## src/rtl/seq_pkg.sv

```systemverilog
// Shared types and constants for the serial pattern transmitter and its
// 11010-family detectors.
package seq_pkg;

  typedef enum logic [1:0] {
    IDLE  = 2'd0,
    SHIFT = 2'd1,
    GAP   = 2'd2,
    DONE  = 2'd3
  } seq_state_e;

  localparam logic [4:0] PAT_DEFAULT = 5'b11010;

endpackage

```

## src/rtl/pat_shreg.sv

```systemverilog
// Loadable left-shift register; the MSB is the serial bit being transmitted.
module pat_shreg #(
  parameter int unsigned W = 5
) (
  input  logic         clk,
  input  logic         rst_n,
  input  logic         i_load,
  input  logic         i_shift,
  input  logic [W-1:0] i_data,
  output logic         o_msb
);

  logic [W-1:0] r_sh;

  always_ff @(posedge clk or negedge rst_n) begin
    if (!rst_n) begin
      r_sh <= '0;
    end else if (i_load) begin
      r_sh <= i_data;
    end else if (i_shift) begin
      r_sh <= {r_sh[W-2:0], 1'b0};
    end
  end

  assign o_msb = r_sh[W-1];

endmodule

```

## src/rtl/seq_pattern_tx.sv

```systemverilog
// Serial pattern transmitter: shifts a latched pattern out MSB-first for a
// programmed number of repetitions with an optional idle gap between them.
//
//   state | meaning
//   IDLE  | waiting for start
//   SHIFT | emitting pattern bits, bit counter PAT_W-1 down to 0
//   GAP   | idle cycles between repetitions, gap counter down to 1
//   DONE  | run finished normally; done pulse is produced on leaving
module seq_pattern_tx #(
  parameter int unsigned      PAT_W       = 5,
  parameter logic [PAT_W-1:0] PAT_DEFAULT = seq_pkg::PAT_DEFAULT,
  parameter int unsigned      CNT_W       = 8,
  parameter int unsigned      GAP_W       = 4
) (
  input  logic             clk,
  input  logic             reset,
  input  logic             start,
  input  logic             use_default,
  input  logic [PAT_W-1:0] pattern,
  input  logic [CNT_W-1:0] repeat_cnt,
  input  logic [GAP_W-1:0] gap_len,
  input  logic             abort,
  output logic             out_bit,
  output logic             out_valid,
  output logic             frame_start,
  output logic             busy,
  output logic             done,
  output logic [CNT_W-1:0] frames_sent
);

  import seq_pkg::*;

  localparam int unsigned     BIT_W    = (PAT_W > 1) ? $clog2(PAT_W) : 1;
  localparam logic [BIT_W-1:0] LAST_IDX = BIT_W'(PAT_W - 1);

  seq_state_e       r_state;
  logic [PAT_W-1:0] r_pat;
  logic [CNT_W-1:0] r_reps;
  logic [GAP_W-1:0] r_gap_len;
  logic [GAP_W-1:0] r_gap_cnt;
  logic [BIT_W-1:0] r_bit_cnt;

  logic [PAT_W-1:0] w_sel_pat;
  logic             w_accept;
  logic             w_last_bit;
  logic             w_load;
  logic             w_shift;
  logic             w_msb;

  assign w_sel_pat  = use_default ? PAT_DEFAULT : pattern;
  assign w_accept   = (r_state == IDLE) && start && (repeat_cnt != '0);
  assign w_last_bit = (r_state == SHIFT) && !abort && (r_bit_cnt == '0);

  // Reload on accept, on a back-to-back frame boundary, or at the end of a gap.
  assign w_load  = w_accept
                 || (w_last_bit && (r_reps != CNT_W'(1)) && (r_gap_len == '0))
                 || ((r_state == GAP) && !abort && (r_gap_cnt == GAP_W'(1)));
  assign w_shift = (r_state == SHIFT) && !abort;

  pat_shreg #(.W(PAT_W)) u_shreg (
    .clk     (clk),
    .rst_n   (reset),
    .i_load  (w_load),
    .i_shift (w_shift),
    .i_data  ((r_state == IDLE) ? w_sel_pat : r_pat),
    .o_msb   (w_msb)
  );

  // Outputs describe the state occupied during the cycle just ending, so the
  // first bit appears one edge after start is accepted.
  always_ff @(posedge clk or negedge reset) begin
    if (!reset) begin
      r_state     <= IDLE;
      r_pat       <= '0;
      r_reps      <= '0;
      r_gap_len   <= '0;
      r_gap_cnt   <= '0;
      r_bit_cnt   <= '0;
      out_bit     <= 1'b0;
      out_valid   <= 1'b0;
      frame_start <= 1'b0;
      busy        <= 1'b0;
      done        <= 1'b0;
      frames_sent <= '0;
    end else begin
      out_bit     <= 1'b0;
      out_valid   <= 1'b0;
      frame_start <= 1'b0;
      busy        <= 1'b0;
      done        <= 1'b0;
      case (r_state)
        IDLE: begin
          if (start) begin
            frames_sent <= '0;
            if (repeat_cnt != '0) begin
              r_pat     <= w_sel_pat;
              r_reps    <= repeat_cnt;
              r_gap_len <= gap_len;
              r_bit_cnt <= LAST_IDX;
              r_state   <= SHIFT;
            end else begin
              r_state <= DONE;
            end
          end
        end
        SHIFT: begin
          if (abort) begin
            r_state <= IDLE;
          end else begin
            out_valid   <= 1'b1;
            out_bit     <= w_msb;
            frame_start <= (r_bit_cnt == LAST_IDX);
            busy        <= 1'b1;
            if (r_bit_cnt != '0) begin
              r_bit_cnt <= r_bit_cnt - BIT_W'(1);
            end else begin
              r_bit_cnt <= LAST_IDX;
              r_reps    <= r_reps - CNT_W'(1);
              if (frames_sent != '1) frames_sent <= frames_sent + CNT_W'(1);
              if (r_reps == CNT_W'(1)) begin
                r_state <= DONE;
              end else if (r_gap_len != '0) begin
                r_gap_cnt <= r_gap_len;
                r_state   <= GAP;
              end
            end
          end
        end
        GAP: begin
          if (abort) begin
            r_state <= IDLE;
          end else begin
            busy <= 1'b1;
            if (r_gap_cnt == GAP_W'(1)) r_state <= SHIFT;
            else r_gap_cnt <= r_gap_cnt - GAP_W'(1);
          end
        end
        DONE: begin
          done    <= 1'b1;
          r_state <= IDLE;
        end
        default: r_state <= IDLE;
      endcase
    end
  end

endmodule

```

## config.mk

```make
export PLATFORM = sky130hd
export DESIGN_NAME = seq_pattern_tx
export DESIGN_NICKNAME = d
export VERILOG_FILES = /design/src/rtl/seq_pkg.sv /design/src/rtl/pat_shreg.sv /design/src/rtl/seq_pattern_tx.sv
export SDC_FILE = /design/constraint.sdc
export NUM_CORES = 1
export LEC_CHECK = 0
export ABC_AREA = 1
export BUFFER_PORTS_ARGS = -buffer_cell sky130_fd_sc_hd__buf_2
export CAP_MARGIN = 25
export CORE_ASPECT_RATIO = 0.6
export CORE_MARGIN = 5
export CORE_UTILIZATION = 40
export CTS_CLUSTER_SIZE = 40
export DETAILED_ROUTE_END_ITERATION = 16
export PLACE_DENSITY_LB_ADDON = 0.08
export SYNTH_ARGS = -nofsm -noshare
export SYNTH_HDL_FRONTEND = slang
export SYNTH_SLANG_ARGS = --single-unit
export TNS_END_PERCENT = 100
```

## constraint.sdc

```tcl
create_clock -name clk -period 1.7 [get_ports clk]
set_input_delay 0.085 -clock clk [delete_from_list [all_inputs] [get_ports clk]]
set_output_delay 0.085 -clock clk [all_outputs]
set_load 0.05 [all_outputs]
```

## Word-level counts from Yosys, hierarchy flattened

Index checks and enable logic that the tools add are counted.
W data, S select, Z words.

| operators by class | value |
|---|---|
| add/sub/neg operators | 4 |
| eq/ne operators | 20 |
| multiplexer cells | 43 |
| reduce and logical (&&, ||, !) cells | 27 |

Operator list:

| operator | count |
|---|---|
| $mux W8 | 8 |
| $pmux W8 S2 | 2 |
| $mux W4 | 6 |
| $mux W5 | 4 |
| $mux W2 | 8 |
| $mux W3 | 4 |
| $ne A2 B2 Y1 const B | 6 |
| $reduce_and A5 Y1 | 2 |
| $add A8 B1 Y8 const B | 1 |
| $eq A8 B1 Y1 const B | 1 |
| $logic_and A1 B1 Y1 | 8 |
| $mux W1 | 8 |
| $ne A8 B1 Y1 const B | 1 |
| $ne A8 B8 Y1 const B | 1 |
| $pmux W2 S4 | 1 |
| $pmux W4 S2 | 1 |
| $reduce_and A4 Y1 | 2 |
| $reduce_bool A8 Y1 | 1 |
| $sub A8 B1 Y8 const B | 1 |
| $reduce_and A7 Y1 | 1 |
| $ne A2 B1 Y1 const B | 3 |
| $pmux W3 S2 | 1 |
| $reduce_bool A2 Y1 | 3 |
| $eq A2 B2 Y1 const B | 2 |
| 17 further kinds | 18 |

| word-level totals | value |
|---|---|
| flip-flop bits (word level) | 44 |
| output and inout bits | 13 |
| logic and storage cells | 107 |

## Logic depth before layout (Yosys ltp)

Gate-level depths: netlist (run 1).

| logic depth | value |
|---|---|
| word-level depth | 8 |
| mapped depth | 12 |

## Modules after synthesis

Synthesis (run 1) repeated with hierarchy kept, for this count alone.

| second synthesis, totals | value |
|---|---|
| cell total of the unflattened synthesis | 369 |
| area total of the unflattened synthesis | 2685.1 um^2 |

Modules (own cells, without submodules):

| module | times used | cells each | area an instance (um^2) |
|---|---|---|---|
| seq_pattern_tx | 1 | 343 | 2463.6 |
| pat_shreg | 1 | 26 | 221.5 |

## Least setup slack after synthesis (run 1)

No wires, ideal clock.

| timing | value |
|---|---|
| path type | flip-flop to flip-flop |
| start | reg frames_sent[1] |
| end | reg frames_sent[6] |
| setup time | 83 ps |
| data arrival time | 1663 ps |
| setup slack | -46 ps |
| stages on the path, launching flop included | 9 |
| buffers on the path | 1 |
| cells stage by stage | dfrtp_1 -> ha_1 -> nand3_2 -> nor3_2 -> nand4_1 -> nand2_2 -> buf_6 -> nand2_1 -> o21ai_0 |

| between the ends | value |
|---|---|
| longest elaborated chain between the ends | 5 |

Ends and longest elaborated chain:

| element | line | text |
|---|---|---|
| start, declared | seq_pattern_tx.sv:28 | `output logic [CNT_W-1:0] frames_sent` |
| start signal, assigned | seq_pattern_tx.sv:119 | `if (frames_sent != '1) frames_sent <= frames_sent + CNT_W'(1);` |
| $add A8 B1 Y8 | seq_pattern_tx.sv:119 |  |
| $mux W8 | seq_pattern_tx.sv:119 |  |
| $mux W8 | seq_pattern_tx.sv:114 | `if (r_bit_cnt != '0) begin` |
| $mux W8 | seq_pattern_tx.sv:107 | `if (abort) begin` |
| $pmux W8 S2 | seq_pattern_tx.sv:91 | `case (r_state)` |

Several ways; a longest one is shown, not always the timed one. The select of a mux whose other input is x is not followed.
A chain may end at the register's enable or synchronous reset.

## Final worst setup path (run 1)

| timing | value |
|---|---|
| start | reg r_state[0] |
| end | reg r_reps[7] |

| between the ends | value |
|---|---|
| longest elaborated chain between the ends | 3 |

Ends and longest elaborated chain:

| element | line | text |
|---|---|---|
| start, declared | seq_pattern_tx.sv:36 | `seq_state_e r_state;` |
| start signal, assigned | seq_pattern_tx.sv:73 | `r_state <= IDLE;` |
| start signal, assigned | seq_pattern_tx.sv:100 | `r_state <= SHIFT;` |
| start signal, assigned | seq_pattern_tx.sv:102 | `r_state <= DONE;` |
| $eq A2 B1 Y1 or $logic_not A2 Y1 (tied branches) | seq_pattern_tx.sv:91 |  |
| $ne A2 B2 Y1 (no source line) (tied with other cells) | n/a |  |
| $reduce_and A5 Y1 (no source line) | n/a |  |
| end signal, assigned | seq_pattern_tx.sv:97 | `r_reps <= repeat_cnt;` |
| end signal, assigned | seq_pattern_tx.sv:118 | `r_reps <= r_reps - CNT_W'(1);` |
| end, declared | seq_pattern_tx.sv:38 | `logic [CNT_W-1:0] r_reps;` |

Several ways; a longest one is shown, not always the timed one.

==> flow_summary.json, run 1 <==
{
  "status": "complete, no violations",
  "cts_buffer_depth": 2,
  "h-tree-depth": 2,
  "ys_top_cells_by_area": "dfrtp_1 (41%), nand2_1 (16%), o21ai_0 (5.6%)",
  "clock_sinks": 44,
  "hpwl_um": 4540,
  "final_nets": 450,
  "worstSkewPairLatency_ns": 0.30,
  "vias_per_cell": 4.65,
  "synthAdderAreaFrac_pct": 4.66,
  "routed_wl_um": 6160,
  "antenna_found_initial": 0,
  "cp_slowest_cell": "dfrtp_1",
  "rrSetupSlack_ns": 0.08,
  "endpoint_kind": "flip-flop",
  "synth_compound_area_share_pct": 9.98,
  "syn_nets": 387,
  "internal-power_uw": 3320,
  "worstMarginPinSlew_ns": 0.470,
  "synth_top_family_by_area": "simple AND/OR/NAND/NOR gates",
  "coreArea_um2": 6590,
  "grt_pass1_wl_um": 10100,
  "synth.avg_cell_area_um2": 7.56,
  "worst_slack_ns": 0.0823,
  "drcViolationCount": 0,
  "initial_core_util_pct": 40.7,
  "share_seq_of_total_power_pct": 27.7,
  "synth-edff-count": 0,
  "finalHoldViolCount": 0,
  "hp-class": "in2reg",
  "critPathMaxStageDelay_ns": 0.43,
  "core.rowCount": 23,
  "final_cell_mix": "nand2_1 (110), dfrtp_1 (42), inv_1 (36)",
  "area_growth_pct": 25.7,
  "final-setup-viol-count": 0,
  "worst-endpoint-required_ns": 1.90,
  "cts_buffers": 5,
  "fin_area_um2": 3370,
  "worst-r2r-cell-count": 9,
  "port_buffers": 34,
  "die_w_um": 116,
  "antennaDiodeCount": 0,
  "ios": 35,
  "slew_headroom_pct": 68.7,
  "syn_inst": 355,
  "wl_per_cell_um": 12.2,
  "clockPowerShare_pct": 14.0,
  "fin_crit_sh_pct": 95.2,
  "yosys.area_share.simple_pct": 34.5,
  "critPathArrivalTime_ns": 1.81,
  "skew_ns": 0.00894,
  "maxCapViolCount": 0,
  "grt_remaining_overflow": 0,
  "p_per_area_nw_per_um2": 1830,
  "final_common_cell": "nand2_1",
  "drt_iter0_markers": 149,
  "rsz0062_at_grt": "true",
  "critPathLaunchType": "flip-flop",
  "num_vias": 2351,
  "place_ws_ns": -0.0839,
  "die_height_um": 73.5,
  "setup_tns_ns": 0,
  "netlist_area_um2": 2680,
  "grt_start_max_net_pins": 27,
  "ys_warn_count": 0,
  "die_area_um2": 8500,
  "cts_tree": "yes",
  "p_leak_uw": 0.00168,
  "clk_pin_slew_ns": 0.09,
  "layout-drive-gt1-share_pct": 27.9,
  "grt_pass1_vias": 2066,
  "synth_largest_area_cell": "dfrtp_1",
  "synthMuxAreaShare_pct": 0,
  "comb_power_share_pct": 58.2,
  "synth-xor-area-share_pct": 1.31,
  "gp_congestion": 0.868,
  "period_needed_ns": 1.62,
  "fmax_ghz": 0.618,
  "yosys_most_used_dff": "dfrtp_1",
  "ant_nets": 0,
  "finalMaxSlewViolations": 0,
  "drtPass1Iterations": 4,
  "hold_end": "r_gap_len[3]$_DFFE_PN0P_",
  "globalRouteTotalUtil_pct": 15.2,
  "crit_family": "flip-flops",
  "yosysSeqAreaShare_pct": 41.0,
  "ys_types": 31,
  "cp.buffers_inverters": 2,
  "vdd_drop_max_mv": 0.682,
  "p_sw_share_pct": 46.3,
  "async_reset_ff_share_pct": 100,
  "path_max_fanout": 5,
  "cts_root_buf": "clkbuf_8",
  "crit-reg2reg-launch": "r_state[0]$_DFFE_PN0P_",
  "path_cells": "buf_4, ha_4, o21ai_4, nand2_2, nor2_4, nand2_2, buf_4, o21ai_2, nand2_1",
  "hold_depth": 3,
  "p_sw_uw": 2860,
  "worstHoldStart": "gap_len[3]",
  "worstSetupPathType": "reg2reg",
  "rr_endpoint": "r_reps[7]$_DFFE_PN0P_",
  "dpl-instance-area_um2": 3090,
  "ys_ff_latch": 44,
  "synth_top_area_share_pct": 41.0
}
-- synthesized netlist by cell type (all sizes together), types with 5 or more instances --
cell type / number
nand2: 118
dfrtp: 44
inv: 42
o21ai: 40
nor2: 35
nand3: 24
ha: 10
nand4: 7
a21oi: 6
nand3b: 6
buf: 5
or2: 5
-- how the worst max path moves through the flow --
stage	startpoint	endpoint	slack (ns)	depth (start not counted)
2_1_floorplan	r_state[1]$_DFFE_PN0P_	r_gap_cnt[3]$_DFFE_PN0P_	0.1	11
3_3_place_gp	r_state[1]$_DFFE_PN0P_	r_reps[7]$_DFFE_PN0P_	0.01	10
3_5_place_dp	r_state[1]$_DFFE_PN0P_	r_reps[7]$_DFFE_PN0P_	-0.08	10
4_1_cts	r_state[1]$_DFFE_PN0P_	r_reps[7]$_DFFE_PN0P_	0.009	10
5_1_grt	r_state[0]$_DFFE_PN0P_	r_reps[7]$_DFFE_PN0P_	-0.03	10
6_report	r_state[0]$_DFFE_PN0P_	r_reps[7]$_DFFE_PN0P_	0.08	9
-- routing by layer --
layer | share of wire [%] | GRT usage, %
met1 | 58 | 25.5
met2 | 36 | 18.4
met3 | 5.3 | 3.70
met4 | 0.86 | 3.86
met5 | 0 | 0
-- per-stage QoR --
step	util [%]	hold slack, ns	total power [uW]	cells
floorplan	-	-0.211	4080	355
global placement	46.8	0.0726	5000	489
detailed placement	46.8	0.0731	5010	489
CTS	49.5	0.00358	5980	502
global route	51.2	0.0159	6770	506
finish	51.2	0.00956	6190	506
-- cell families (layout without fill, tap and decap cells) --
family | count (synthesis) | after routing
flops | 44 | 44
fa+ha+maj | 10 | 10
compound gates | 48 | 48
simple gates | 198 | 200
buf+inv | 51 | 113
xor+xnor | 4 | 4
-- sequential cells by signal, summed over array words and instances, names as in the netlist --
name          cells
r_gap_cnt         4
done              1
u_shreg.r_sh      5
r_state           2
r_pat             5
r_reps            8
out_valid         1
r_bit_cnt         3
out_bit           1
frames_sent       8
r_gap_len         4
busy              1
frame_start       1
-- worst reg2reg max path, cell delays in order, from the launching register on --
cell and delay, ns:
dfrtp_1 0.43, buf_4 0.16, ha_4 0.18, o21ai_4 0.14, nand2_2 0.08, nor2_4 0.12
nand2_2 0.07, buf_4 0.16, o21ai_2 0.12, nand2_1 0.06
-- final cells by class --
type | instances | area, um2
timing repair buffer | 62 | 413
tap | 87 | 109
sequential | 44 | 1100
inverter | 43 | 166
multi-input combinational | 262 | 1460
fill | 671 | 3220
clock inverter | 2 | 38.8
clock buffer | 6 | 82.6
-- what timing repair did --
item | 4_1_cts | 5_1_grt
hold buffers | 3 | 0
gates cloned | 0 | 2
resized for setup | 2 | 22
pin swaps | 0 | 9
setup buffers | 2 | 2
endpoints found under the hold margin | 20 | 0
endpoints found under the setup margin | 21 | 35
-- power by group through the flow --
stage	clock, uW	combinational (uW)	sequential [uW]
final	868	3600	1720
after detailed placement	0	3290	1720
after CTS	898	3380	1700
after global routing	932	4080	1770
after floorplan	0	2210	1870
after global placement	0	3270	1720
No activity file was read; power rests on OpenSTA's default activity.
==> run 2: changes to the inputs <==
--- a/config.mk
+++ b/config.mk
@@ -10,7 +10,7 @@
 export CAP_MARGIN = 25
 export CORE_ASPECT_RATIO = 0.6
 export CORE_MARGIN = 5
-export CORE_UTILIZATION = 40
+export CORE_UTILIZATION = 58
 export CTS_CLUSTER_SIZE = 40
 export DETAILED_ROUTE_END_ITERATION = 16
 export PLACE_DENSITY_LB_ADDON = 0.08
==> run 2 against run 1 <==
Clock skew is 0.0028 ns higher; global-route usage is 4.3 points higher; largest power group unchanged; setup slack better by 0.0022 ns; sequential cell count stayed put.
==> flow_summary.json, run 2 (synthesis gave the netlist of run 1 again) <==
{
  "status": "complete, no violations",
  "initial_core_util_pct": 59.4,
  "ios": 35,
  "ant_nets": 0,
  "endpoint_kind": "flip-flop",
  "crit_family": "simple AND/OR/NAND/NOR gates",
  "cts_buffers": 5,
  "finalMaxSlewViolations": 0,
  "period_needed_ns": 1.62,
  "slew_headroom_pct": 60.2,
  "drt_iter0_markers": 148,
  "crit_top_cell": "nand2_1",
  "dpl-instance-area_um2": 3010,
  "finalHoldViolCount": 0,
  "area_growth_pct": 20.7,
  "hold_end": "r_gap_len[0]$_DFFE_PN0P_",
  "worstSkewPairLatency_ns": 0.30,
  "cp_slowest_cell": "dfrtp_2",
  "final_cell_mix": "nand2_1 (110), dfrtp_1 (41), inv_1 (36)",
  "fin_area_um2": 3240,
  "num_vias": 2409,
  "globalRouteTotalUtil_pct": 19.5,
  "skew_ns": 0.0117,
  "worstMarginPinSlew_ns": 0.597,
  "rrSetupSlack_ns": 0.08,
  "core.rowCount": 19,
  "final_nets": 446,
  "cts_root_buf": "clkbuf_8",
  "worst-r2r-cell-count": 9,
  "rr_endpoint": "r_gap_cnt[3]$_DFFE_PN0P_",
  "port_buffers": 34,
  "fmax_ghz": 0.619,
  "worstSetupPathType": "reg2reg",
  "worst_slack_ns": 0.0846,
  "num-fill-cells": 358,
  "maxCapViolCount": 0,
  "critPathArrivalTime_ns": 1.80,
  "cts_tree": "yes",
  "cp.buffers_inverters": 2,
  "path_max_fanout": 6,
  "grt_remaining_overflow": 0,
  "die_height_um": 62.7,
  "largest_registers": "frames_sent (8), r_reps (8)",
  "clock_sinks": 44,
  "antenna_found_initial": 0,
  "fin_crit_sh_pct": 95.0,
  "vias_per_cell": 5.04,
  "hpwl_um": 4380,
  "final-setup-viol-count": 0,
  "p_leak_uw": 0.00163,
  "gp_congestion": 0.834,
  "drtPass1Iterations": 4,
  "p_per_area_nw_per_um2": 1820,
  "grt_pass1_vias": 2160,
  "critPathMaxStageDelay_ns": 0.45,
  "cts_buffer_depth": 2,
  "vdd_drop_max_mv": 0.956,
  "layout-drive-gt1-share_pct": 27.2,
  "worstHoldStart": "gap_len[0]",
  "drcViolationCount": 0,
  "critPathLaunchType": "flip-flop",
  "crit-reg2reg-launch": "r_state[0]$_DFFE_PN0P_",
  "routed_wl_um": 5950,
  "grt_start_max_net_pins": 27,
  "rsz0062_at_grt": "true",
  "place_ws_ns": -0.113,
  "coreArea_um2": 4520,
  "grt_pass1_wl_um": 9920,
  "path_cells": "inv_4, ha_1, inv_2, nor2_4, nor2_2, nor3_4, nand2_2, nand2_1, nand2_1",
  "clk_pin_slew_ns": 0.09,
  "h-tree-depth": 2,
  "die_w_um": 97.8,
  "die_area_um2": 6130,
  "worst-endpoint-required_ns": 1.89,
  "antennaDiodeCount": 0,
  "wl_per_cell_um": 12.4,
  "hold_depth": 3,
  "hp-class": "in2reg",
  "final_common_cell": "nand2_1"
}
[run 2: power breakdown]
| part | switching, uW | internal (uW) | leakage (uW) | total (uW) |
|---|---|---|---|---|
| Clock | 373 | 288 | 0.0000412 | 661 |
| Sequential | 271 | 1470 | 0.000560 | 1740 |
| Combinational | 2190 | 1320 | 0.00103 | 3510 |
[run 2: tightest hold or removal path, delay by kind of cell]
family | cells | cell delay (ns)
buffers and inverters | 1 | 0.07
AOI/OAI and AO/OA | 1 | 0.08
and+or+nand+nor | 1 | 0.04
[run 2: worst max-delay path by stage]
stage	start	endpoint	slack, ns	cells after the start
detailed placement	r_state[1]$_DFFE_PN0P_	r_reps[2]$_DFFE_PN0P_	-0.11	10
CTS	r_state[0]$_DFFE_PN0P_	r_reps[3]$_DFFE_PN0P_	0.003	10
global route	r_state[0]$_DFFE_PN0P_	r_gap_cnt[1]$_DFFE_PN0P_	-0.03	9
global placement	r_state[1]$_DFFE_PN0P_	r_reps[7]$_DFFE_PN0P_	0.04	10
finish	r_state[0]$_DFFE_PN0P_	r_gap_cnt[3]$_DFFE_PN0P_	0.08	9
floorplan	r_state[1]$_DFFE_PN0P_	r_gap_cnt[3]$_DFFE_PN0P_	0.1	11
[run 2: stage by stage]
step	utilization (%)	setup TNS [ns]	power, uW	cells	hold slack, ns
after floorplan	-	0	4080	355	-0.211
after global placement	66.7	0	4860	461	0.134
after detailed placement	66.7	-0.331	4950	461	0.135
after CTS	69.5	0	5670	472	0.0104
after global routing	71.7	-0.0904	6470	478	0.0197
final	71.7	0	5910	478	0.0178
[run 2: per-layer routing]
| metal | wire (um) | global-route usage, % | share of wire, % | vias to the layer above |
|---|---|---|---|---|
| met3 | 336 | 4.79 | 5.6 | 11 |
| li1 | - | - | - | 1248 |
| met2 | 2430 | 26.9 | 41 | 53 |
| met4 | 74 | 4.84 | 1.2 | 0 |
| met5 | 0 | 0 | 0 | - |
| met1 | 3100 | 30.4 | 52 | 1097 |
[run 2: layout make-up]
type,instances,area (um2),share of cell area (%)
Multi-Input combinational cell,262,1430,44.2
Sequential cell,44,1100,34.1
Timing Repair Buffer,58,368,11.4
Inverter,43,169,5.22
Tap cell,63,78.8,2.43
Clock buffer,6,72.6,2.24
Clock inverter,2,12.5,0.386
[run 2: timing repair]
item / CTS / global route
endpoints found under the setup margin: 17 / 21
setup buffers: 1 / 4
pin swaps: 0 / 4
resized for setup: 6 / 16
cloned: 0 / 2
hold buffers: 2 / 0
endpoints found under the hold margin: 25 / 0
==> run 3: changes to the inputs <==
--- a/config.mk
+++ b/config.mk
@@ -5,12 +5,11 @@
 export SDC_FILE = /design/constraint.sdc
 export NUM_CORES = 1
 export LEC_CHECK = 0
-export ABC_AREA = 1
 export BUFFER_PORTS_ARGS = -buffer_cell sky130_fd_sc_hd__buf_2
-export CAP_MARGIN = 25
+export CAP_MARGIN = 20
 export CORE_ASPECT_RATIO = 0.6
 export CORE_MARGIN = 5
-export CORE_UTILIZATION = 58
+export CORE_UTILIZATION = 57
 export CTS_CLUSTER_SIZE = 40
 export DETAILED_ROUTE_END_ITERATION = 16
 export PLACE_DENSITY_LB_ADDON = 0.08
==> run 3 against run 2 <==
The flow now finishes with violations (setup timing); non-clock buffer count is 38 higher; routed wire length is 37% higher; clock power is 69% higher; clock skew is 0.0058 ns lower; final area is 13% higher; core utilization is 15 points higher; register-to-register slack worse by 0.32 ns; clock-buffer cell count is 1 lower; worst hold slack better by 0.0015 ns; die area is 3.3% lower; final cell count is 14% lower; global-route usage is 6.7 points higher; critical path type unchanged.
==> flow_summary.json, run 3 <==
{
  "status": "finished with violations",
  "violations": "setup timing",
  "p_per_area_nw_per_um2": 2070,
  "fin_crit_sh_pct": 114,
  "endpoint_kind": "flip-flop",
  "drcViolationCount": 0,
  "finalMaxSlewViolations": 0,
  "synth_largest_area_cell": "dfrtp_1",
  "cts_root_buf": "clkbuf_8",
  "clk_pin_slew_ns": 0.08,
  "port_buffers": 34,
  "worstSetupPathType": "reg2reg",
  "place_ws_ns": -0.227,
  "critPathMaxStageDelay_ns": 0.51,
  "die_height_um": 61.7,
  "ys_warn_count": 0,
  "fmax_ghz": 0.517,
  "vdd_drop_max_mv": 1.35,
  "cts_tree": "yes",
  "ios": 35,
  "num_vias": 2530,
  "p_leak_uw": 0.00166,
  "drt_iter0_markers": 253,
  "wl_per_cell_um": 19.8,
  "path_cells": "inv_2, ha_4, nor2_2, or3b_4, or4_1, a31oi_1",
  "largest_registers": "frames_sent (8), r_reps (8)",
  "globalRouteTotalUtil_pct": 26.2,
  "yosys_most_used_dff": "dfrtp_1",
  "share_seq_of_total_power_pct": 25.3,
  "routed_wl_um": 8160,
  "hp-class": "in2reg",
  "ant_nets": 0,
  "cts_buffer_depth": 2,
  "synth-edff-count": 0,
  "final-setup-viol-count": 24,
  "cts_buffers": 5,
  "die_w_um": 96.1,
  "grt_remaining_overflow": 0,
  "h-tree-depth": 2,
  "initial_core_util_pct": 60.2,
  "hpwl_um": 4780,
  "ys_types": 55,
  "slew_headroom_pct": 64.3,
  "grt_pass1_vias": 2329,
  "maxCapViolCount": 0,
  "antenna_found_initial": 0,
  "vias_per_cell": 6.14,
  "yosysSeqAreaShare_pct": 43.4,
  "skew_ns": 0.00594,
  "rsz0062_at_grt": "true",
  "fin_area_um2": 3670,
  "utilization_pct": 87.1,
  "worstSkewPairLatency_ns": 0.30,
  "grt_start_max_net_pins": 24,
  "finalHoldViolCount": 0,
  "grt_pass1_wl_um": 11600,
  "core.rowCount": 18,
  "path_max_fanout": 5,
  "netlist_area_um2": 2540,
  "syn_nets": 291,
  "drtPass1Iterations": 7,
  "worst-endpoint-required_ns": 1.92,
  "ys_ff_latch": 44,
  "critPathLaunchType": "flip-flop",
  "internal-power_uw": 4370,
  "clock_sinks": 44,
  "die_area_um2": 5930,
  "synth_top_area_share_pct": 43.4,
  "cp_slowest_cell": "or4_1",
  "comb_power_share_pct": 60.1,
  "syn_inst": 259,
  "final_cell_mix": "buf_4 (50), dfrtp_1 (41), buf_2 (34)",
  "antennaDiodeCount": 0,
  "p_sw_uw": 3230,
  "p_sw_share_pct": 42.5,
  "period_needed_ns": 1.93,
  "ys_top_cells_by_area": "dfrtp_1 (43%), mux2i_1 (6.3%), ha_1 (4.9%)",
  "coreArea_um2": 4210,
  "final_common_cell": "buf_4",
  "layout-drive-gt1-share_pct": 44.0,
  "synth.avg_cell_area_um2": 9.79,
  "dpl-instance-area_um2": 3180,
  "worst_slack_ns": -0.233,
  "area_growth_pct": 44.6,
  "async_reset_ff_share_pct": 100,
  "critPathArrivalTime_ns": 2.16,
  "worstMarginPinSlew_ns": 0.536,
  "hold_ws_ns": 0.0193,
  "ys_top_cells_by_count": "dfrtp_1 (44), inv_1 (18), nor2_1 (18), nand2_1 (17), mux2i_1 (16)",
  "final_nets": 383,
  "synthMostInstantiatedCell": "dfrtp_1",
  "clockPowerShare_pct": 14.7,
  "gp_congestion": 0.891
}
[run 3: cell families (layout without fill, tap and decap cells)]
kind of cell               after synthesis  in the layout  synth area share (%)
xor gates and xnor gates                 1              1                 0.345
adders and majority gates               10             10                  4.93
and+or+nand+nor                         85             86                  18.8
muxes                                   23             23                  9.42
AOI/OAI and AO/OA                       66             66                  18.0
DFF                                     44             44                  43.4
buffers and inverters                   30            122                  5.08
[run 3: repair_timing]
item                                    4_1_cts  5_1_grt
endpoints found under the setup margin       31       30
cloned                                        0        1
endpoints found under the hold margin        22        1
buffers inserted                              6        7
pin swaps                                    12       10
hold buffers                                  2        1
gates resized for setup                      24       24
[run 3: layer usage]
layer  vias to the layer above  GRT usage [%]  part of all wire (%)
met5                         -              0                     0
met1                      1228           35.8                    42
met3                        21           5.98                   8.6
met2                       150           41.2                    48
met4                         0           9.92                   1.6
li1                       1131              -                     -
[run 3: path summary, 6_finish.rpt]
check	depth (start not counted)	slack, ns	startpoint	to
max	6	-0.23	r_state[1]$_DFFE_PN0P_	frames_sent[6]$_DFFE_PN0P_
min	2	0.02	gap_len[2]	r_gap_len[2]$_DFFE_PN0P_
max reg2reg	6	-0.23	r_state[1]$_DFFE_PN0P_	frames_sent[6]$_DFFE_PN0P_
min reg2reg	1	0.51	u_shreg.r_sh[4]$_DFFE_PN0P_	out_bit$_DFF_PN0_
max in group asynchronous	3	0.89	reset	r_state[0]$_DFFE_PN0P_
min in group asynchronous	2	0.29	reset	frames_sent[2]$_DFFE_PN0P_
[run 3: layout make-up]
cell class	count	area [um2]
clock buffer	5	68.8
clock inverter	3	90.1
fill	208	543
inverter	18	67.6
multi-input combinational	186	1570
sequential	44	1100
tap	60	75.1
timing repair buffer	96	694
[run 3: power by group through the flow]
stage | Clock, uW | Combinational, uW | Sequential [uW]
3_5_place_dp | 0 | 3590 | 1840
2_1_floorplan | 0 | 1990 | 2020
3_3_place_gp | 0 | 3520 | 1820
6_report | 1120 | 4570 | 1920
4_1_cts | 1120 | 3980 | 1840
5_1_grt | 1170 | 4860 | 1970
[run 3: worst max-delay path, delay by kind of cell, from the launching register on]
family          cells  cell delay (ns)
compound gates      1             0.18
fa+ha+maj           1             0.19
flops               1             0.41
buf+inv             1             0.12
simple gates        3             0.96
[run 3: stage by stage]
step	power, uW	instances	TNS [ns]
after floorplan	4020	259	-0.152
after global placement	5340	391	-1.75
after detailed placement	5440	391	-3.15
after CTS	6950	406	-1.21
after global routing	7990	412	-4.29
final	7600	412	-2.76
